## config.mk

```make
export PLATFORM = sky130hd
export DESIGN_NAME = asu_seq_div
export DESIGN_NICKNAME = d
export VERILOG_FILES = /design/src/rtl/asu_seq_div.sv
export SDC_FILE = /design/constraint.sdc
export NUM_CORES = 1
export LEC_CHECK = 0
export BUFFER_PORTS_ARGS = -buffer_cell sky130_fd_sc_hd__buf_4
export CORE_UTILIZATION = 40
export CTS_CLUSTER_DIAMETER = 120
export DETAILED_ROUTE_END_ITERATION = 16
export GPL_ROUTABILITY_DRIVEN = 1
export SKIP_LAST_GASP = 1
export SLEW_MARGIN = 20
export SYNTH_ARGS = -nofsm -noshare
export SYNTH_HDL_FRONTEND = slang
export SYNTH_SLANG_ARGS = --single-unit
```

## constraint.sdc

```tcl
create_clock -name clk -period 5.1 [get_ports clk]
set_input_delay 1.02 -clock clk [delete_from_list [all_inputs] [get_ports clk]]
set_output_delay 1.02 -clock clk [all_outputs]
set_load 0.01 [all_outputs]
```

## src/rtl/asu_seq_div.sv

```systemverilog
// Iterative 16-bit restoring divider: one subtract-and-compare step per clock, 16 steps.
// Optional signed path enabled by defining ASU_DIV_SIGNED_EN.
module asu_seq_div (
    input  logic        clk,
    input  logic        rst,
    input  logic        start,
    input  logic [15:0] in1,
    input  logic [15:0] in2,
    input  logic        signed_op,
    output logic [15:0] quotient,
    output logic [15:0] remainder,
    output logic        busy,
    output logic        done,
    output logic        div_by_zero
);

    localparam logic [1:0] S_IDLE = 2'd0;
    localparam logic [1:0] S_RUN  = 2'd1;
    localparam logic [1:0] S_DONE = 2'd2;

    logic [1:0]  state_q, state_d;
    logic [15:0] dvd_q, dvd_d;
    logic [15:0] dvs_q, dvs_d;
    logic [15:0] rem_q, rem_d;
    logic [3:0]  cnt_q, cnt_d;
    logic [15:0] quo_out_q, quo_out_d;
    logic [15:0] rem_out_q, rem_out_d;
    logic        dbz_q, dbz_d;

    logic [16:0] partial;
    logic [16:0] diff;
    logic        ge;
    logic [15:0] step_rem;
    logic [15:0] step_quo;
    logic [15:0] a_mag;
    logic [15:0] b_mag;
    logic [15:0] fix_quo;
    logic [15:0] fix_rem;

`ifdef ASU_DIV_SIGNED_EN
    logic neg_quo_q, neg_quo_d;
    logic neg_rem_q, neg_rem_d;
    logic a_neg;
    logic b_neg;

    // Magnitudes are taken at capture; signs are reapplied when the outputs load.
    assign a_neg   = signed_op & in1[15];
    assign b_neg   = signed_op & in2[15];
    assign a_mag   = a_neg ? (~in1 + 16'd1) : in1;
    assign b_mag   = b_neg ? (~in2 + 16'd1) : in2;
    assign fix_quo = neg_quo_q ? (~step_quo + 16'd1) : step_quo;
    assign fix_rem = neg_rem_q ? (~step_rem + 16'd1) : step_rem;

    always_comb begin
        neg_quo_d = neg_quo_q;
        neg_rem_d = neg_rem_q;
        if ((state_q == S_IDLE || state_q == S_DONE) && start) begin
            neg_quo_d = a_neg ^ b_neg;
            neg_rem_d = a_neg;
        end
    end

    always_ff @(posedge clk) begin
        if (!rst) begin
            neg_quo_q <= 1'b0;
            neg_rem_q <= 1'b0;
        end else begin
            neg_quo_q <= neg_quo_d;
            neg_rem_q <= neg_rem_d;
        end
    end
`else
    logic signed_op_unused;

    assign signed_op_unused = signed_op;
    assign a_mag   = in1;
    assign b_mag   = in2;
    assign fix_quo = step_quo;
    assign fix_rem = step_rem;
`endif

    // One restoring step: bring down the next dividend bit, subtract if it fits.
    assign partial  = {rem_q, dvd_q[15]};
    assign diff     = partial - {1'b0, dvs_q};
    assign ge       = (partial >= {1'b0, dvs_q});
    assign step_rem = ge ? diff[15:0] : partial[15:0];
    assign step_quo = {dvd_q[14:0], ge};

    always_comb begin
        state_d   = state_q;
        dvd_d     = dvd_q;
        dvs_d     = dvs_q;
        rem_d     = rem_q;
        cnt_d     = cnt_q;
        quo_out_d = quo_out_q;
        rem_out_d = rem_out_q;
        dbz_d     = dbz_q;
        case (state_q)
            S_IDLE, S_DONE: begin
                if (start) begin
                    if (in2 == 16'd0) begin
                        state_d   = S_DONE;
                        quo_out_d = 16'hFFFF;
                        rem_out_d = in1;
                        dbz_d     = 1'b1;
                    end else begin
                        state_d = S_RUN;
                        dvd_d   = a_mag;
                        dvs_d   = b_mag;
                        rem_d   = 16'd0;
                        cnt_d   = 4'd0;
                        dbz_d   = 1'b0;
                    end
                end else begin
                    state_d = S_IDLE;
                end
            end
            S_RUN: begin
                dvd_d = step_quo;
                rem_d = step_rem;
                cnt_d = cnt_q + 4'd1;
                if (cnt_q == 4'd15) begin
                    state_d   = S_DONE;
                    quo_out_d = fix_quo;
                    rem_out_d = fix_rem;
                end
            end
            default: state_d = S_IDLE;
        endcase
    end

    always_ff @(posedge clk) begin
        if (!rst) begin
            state_q   <= S_IDLE;
            dvd_q     <= 16'd0;
            dvs_q     <= 16'd0;
            rem_q     <= 16'd0;
            cnt_q     <= 4'd0;
            quo_out_q <= 16'd0;
            rem_out_q <= 16'd0;
            dbz_q     <= 1'b0;
        end else begin
            state_q   <= state_d;
            dvd_q     <= dvd_d;
            dvs_q     <= dvs_d;
            rem_q     <= rem_d;
            cnt_q     <= cnt_d;
            quo_out_q <= quo_out_d;
            rem_out_q <= rem_out_d;
            dbz_q     <= dbz_d;
        end
    end

    assign quotient    = quo_out_q;
    assign remainder   = rem_out_q;
    assign div_by_zero = dbz_q;
    assign busy        = (state_q == S_RUN);
    assign done        = (state_q == S_DONE);

endmodule
```

# --- After elaboration in Yosys (flattened, before gate mapping) ---
# Index checks and enable logic that the tools add are counted.
word_totals:
  ff_bits: 87
  latchBits: 0
  ramBits: 0
  romBits: 0
  n_memories: 0
op_classes:
  add_sub_neg: 2
  n_mul: 0
  n_div: 0
  magnitude_cmp: 1
  n_eq_ne: 7
  n_shift: 0
  mux: 23
  bitwise_logic: 1
  reduce_logical: 8
op_table:
  columns: ["op", "count"]
  rows:
  - ["16-bit two-way mux", 11]
  - ["16-bit case mux with 2 select lines", 4]
  - ["17-bit by 16-bit >= comparator with 1-bit output", 1]
  - ["16-bit zero test", 1]
  - ["16-bit subtractor", 1]
  - ["4-bit two-way mux", 2]
  - ["4-bit case mux with 2 select lines", 1]
  - ["2-bit two-way mux", 3]
  - ["2-bit inequality test, second input constant", 3]
  - ["3-bit AND reduction", 2]
  - ["4-bit by 1-bit adder with 4-bit output, second input constant", 1]
  - ["4-bit equality test, second input constant", 1]
  - ["2-bit case mux with 2 select lines", 1]
  - ["4-bit AND reduction", 1]
  - ["2-bit by 1-bit equality test with 1-bit output, second input constant", 1]
  - ["2-bit equality test, second input constant", 1]
  - ["2-bit zero test", 1]
  - ["2-bit by 1-bit inequality test with 1-bit output, second input constant", 1]
  - ["2-bit AND reduction", 1]
  - ["2-bit nonzero test", 1]
  - ["2-bit OR reduction", 1]
  - ["1-bit two-way mux", 1]
  - ["1-bit inverter", 1]

# --- Logic depth before layout (Yosys ltp) ---
depth:
  ltp_word: 4
  ltp_mapped: 12
  depth_no_buf: 11

# --- Worst setup path before layout ---
# Ideal clock, no wire load.
synth_path:
  path_type: "input to register"
  from: "in in2[10]"
  to: "reg rem_out_q[7] (netlist: remainder[7])"
  arrival_time_ns: 2.607
  slack_ns: 2.376
  cell_stages: 8
  path_buffers: 3
  cell_sequence: "nor4_1 nand4_1 or3_1 clkbuf_1 nor2b_1 clkbuf_1 clkbuf_1 a32o_1"
synth_via:
  elab_chain_cells: 3
synth_lines:
  columns: ["element", "line", "source"]
  rows:
  - ["start, declared", "8", "input logic [15:0] in2,"]
  - ["16-bit zero test", "101", "if (in2 == 16'd0) begin"]
  - ["2-bit inequality test (no line)", null, null]
  - ["4-bit AND reduction (no line)", null, null]
  - ["end signal, assigned", "149", "rem_out_q <= rem_out_d;"]
  - ["end, declared", "27", "logic [15:0] rem_out_q, rem_out_d;"]
# Every way passes these cells.
# A chain may end at the register's enable or synchronous reset.

# --- Final worst setup path ---
layout_path:
  from: "reg dvs_q[6]"
  to: "reg rem_out_q[7] (netlist: remainder[7])"
layout_via:
  elab_chain_cells: 4
  word_cells_on_any_way: 5
  cone_classes: "1 x add/sub; 1 x order compare; 3 x mux"
layout_lines:
  columns: ["element", "line", "source"]
  rows:
  - ["start, declared", "23", "logic [15:0] dvs_q, dvs_d;"]
  - ["start signal, assigned", "145", "dvs_q <= dvs_d;"]
  - ["16-bit subtractor / 17-bit by 16-bit >= comparator with 1-bit output (equally long branches)", "84, 85", null]
  - ["16-bit two-way mux (*)", "86", "assign step_rem = ge ? diff[15:0] : partial[15:0];"]
  - ["16-bit two-way mux (*)", "122", "if (cnt_q == 4'd15) begin"]
  - ["16-bit case mux with 2 select lines (*)", "98", "case (state_q)"]
# Mark *: on every way between the ends. The rest lies on a longest branch, timed or not. The select of a mux whose other input is x is not followed.

==> results.txt <==
status: completed
most common cell after layout, fill and taps aside: nand2_1
Worst R2R End: remainder[7]$_SDFFE_PN0P_
hold path cells: 2
Clock Tree Buf Depth: 2
CTS Buf Count: 9
Critical Path Fanout Max: 19
Util after Layout: 49.6%
Filler Cell Count: 1097
Post-Route Hold Slack: 0.463 ns
worst reg2reg path startpoint: dvs_q[6]$_SDFFE_PN0P_
Syn Area/Cell: 7.81 um2
via-per-instance ratio: 5.64
R2R Setup Slk: 1.91 ns
initial antenna violation count: 0
Seq/Total Area, Yosys: 37.8%
Site Rows: 38
H-tree depth reported by CTS: 3
core footprint: 11000 um2
total power: 1.96 mW
Design Area, Final: 5470 um2
Inst Count DP: 765
fin crit period: 3.19 ns
Placed Area: 5180 um2
PortBufs: 69
#FFs+latches synth: 87
Remaining DRCs: 0
CTS root buffer: clkbuf_16
Post-Route WL: 12.5 mm
CTS tree: yes
non-filler cells, final: 781
Hold Path Class: reg2reg
Setup TNS: 0 ns
ANT nets after route: 0
Setup Buffers After CTS: 0
Max IR drop VDD: 0.212 mV
clk_skew: 0.00991 ns
Initial DRC Count: 321
I/O pin count: 71
total gr overflow: 0
Place WS: 1.80 ns
Synth warnings: 0
LEAKAGE: 2.21 nW
final worst-path cycle share: 62.5%
Syn Inst Count: 590
fmax: 0.314 GHz
fin. max-slew vios: 0
Cell Area, Synth: 4610 um2
Hold Path Origin: dvs_q[11]$_SDFFE_PN0P_
CP required: 5.34 ns
CP endpoint kind: flip-flop
worst-skew pair later-pin latency: 0.35 ns
# hold bufs at CTS: 0
Initial Util: 41.8%
vias: 4403
P per Cell Area: 358 nW/um2
crit path kind: reg2reg
HPWL after DPL: 8.57 mm
die footprint: 12000 um2
syn nets: 644
first-pass GRT wire length: 20.2 mm
Avg WL per Cell: 15.9 um
most frequent cells in the layout: nand2_1, dfxtp_1, buf_4, nor2_1, a21oi_1
Worst slew margin: 44.2%
Chip Height: 109 um
post-cts resize count: 0
layout cell share with drive strength beyond 1: 16.4%
endpoints failing setup: 0
Clock transition at path regs: 0.07 ns
ys flop type: dfxtp_1
worst path arrival time: 3.43 ns
CP startpoint kind: flip-flop
Layout area overhead: 18.8%
Reg2Reg Depth: 9
Antenna diodes: 0
CTS sink count: 87
EDFF count, synth: 0
max-cap violations: 0
number of global-route vias before repair: 3992
largest net degree at the start of global routing: 89
RSZ-0062 raised after global routing: no
asr flop ratio synth: 0%
Hold Vio Cnt, Final: 0
worst-margin pin slew: 0.836 ns
Worst Slack Setup Final: 1.91 ns
Die Width: 109 um
library cells used by synthesis: 58
nets@finish: 690
total track usage: 22.1%
DR pass1 iterations: 7
Final Wtd Congestion: 0.927
Worst Hold Path EP: dvs_q[11]$_SDFFE_PN0P_
-- worst max-delay path by stage --
| stage | start | end | slack (ns) | cells after the start |
|---|---|---|---|---|
| global route | dvs_q[6]$_SDFFE_PN0P_ | remainder[7]$_SDFFE_PN0P_ | 1.63 | 9 |
| CTS | dvs_q[6]$_SDFFE_PN0P_ | remainder[7]$_SDFFE_PN0P_ | 1.91 | 9 |
| floorplan | in2[10] | remainder[7]$_SDFFE_PN0P_ | 2.38 | 8 |
| global placement | in2[10] | cnt_q[2]$_SDFFE_PN0P_ | 1.78 | 8 |
| detailed placement | in2[10] | cnt_q[2]$_SDFFE_PN0P_ | 1.80 | 8 |
| finish | dvs_q[6]$_SDFFE_PN0P_ | remainder[7]$_SDFFE_PN0P_ | 1.91 | 9 |
-- synthesized netlist by cell type (all sizes together) (2+ instances only) --
cell type	n	area share, %
nor2b	6	0.81
a21boi	25	4.1
inv	22	1.8
xnor2	4	0.76
buf	8	1.2
nand3	25	2.8
clkbuf	32	2.6
o21ai	33	3.7
a211oi	12	2.0
a31oi	27	4.0
a31o	2	0.38
or3	6	0.81
nor3	19	2.1
a21oi	32	3.6
and2	2	0.27
xor2	5	0.95
nor2	44	3.6
a311oi	2	0.38
o31a	3	0.57
nor3b	20	3.3
ha	17	4.6
nand2	100	8.1
o211ai	4	0.65
nor4	7	0.95
nand3b	2	0.33
dfxtp	87	38
and4	2	0.38
a21o	8	1.3
nand2b	4	0.54
o31ai	6	0.98
and3	4	0.54
nand4	4	0.54
-- layer usage --
layer	part of all wire, %	track usage (%)	up-vias
met1	47	30.0	2064
met3	6.2	5.33	16
met4	1.7	7.52	0
li1	-	-	2190
met5	0	0	-
met2	45	34.1	133
-- final cells by class --
cell class	count	area, um2	share of cell area (%)
Clock inverter	4	36.3	0.663
Multi-Input combinational cell	440	2610	47.8
Timing Repair Buffer	75	563	10.3
Inverter	23	86.3	1.58
Tap cell	140	175	3.20
Sequential cell	87	1740	31.8
Clock buffer	12	256	4.69
-- report_power, final --
group / internal, mW / switching (mW) / total, mW / leakage, nW
registers: 0.715 / 0.0306 / 0.746 / 0.709
logic: 0.209 / 0.356 / 0.565 / 1.36
clock network: 0.363 / 0.287 / 0.650 / 0.141
total: 1.29 / 0.673 / 1.96 / 2.21
-- sequential cells by signal, summed over array words and instances (netlist names) --
signal	flops
dvd_q	16
dvs_q	16
quotient	16
rem_q	16
remainder	16
cnt_q	4
state_q	2
div_by_zero	1
-- worst max-delay path, cell delays in order (launching register included) --
cell and delay, ns:
dfxtp_1 0.38, inv_1 0.07, ha_1 0.39, a21oi_1 0.22, o21ai_0 0.18, a211oi_1 0.34, a21boi_0 0.26, nor2_2 0.69
o21ai_1 0.27, a32o_1 0.27
-- logic make-up (layout without fill, tap and decap cells) --
kind of cell               count (synthesis)  count (layout)  synth area share [%]
AOI/OAI and AO/OA                        165             165                  23.9
xor gates and xnor gates                   9               9                  1.71
adders and majority gates                 18              18                  5.05
buffers and inverters                     63             114                  5.70
DFF                                       87              87                  37.8
muxes                                      2               2                 0.462
and+or+nand+nor                          246             246                  25.4
(Power assumes the default switching activity.)
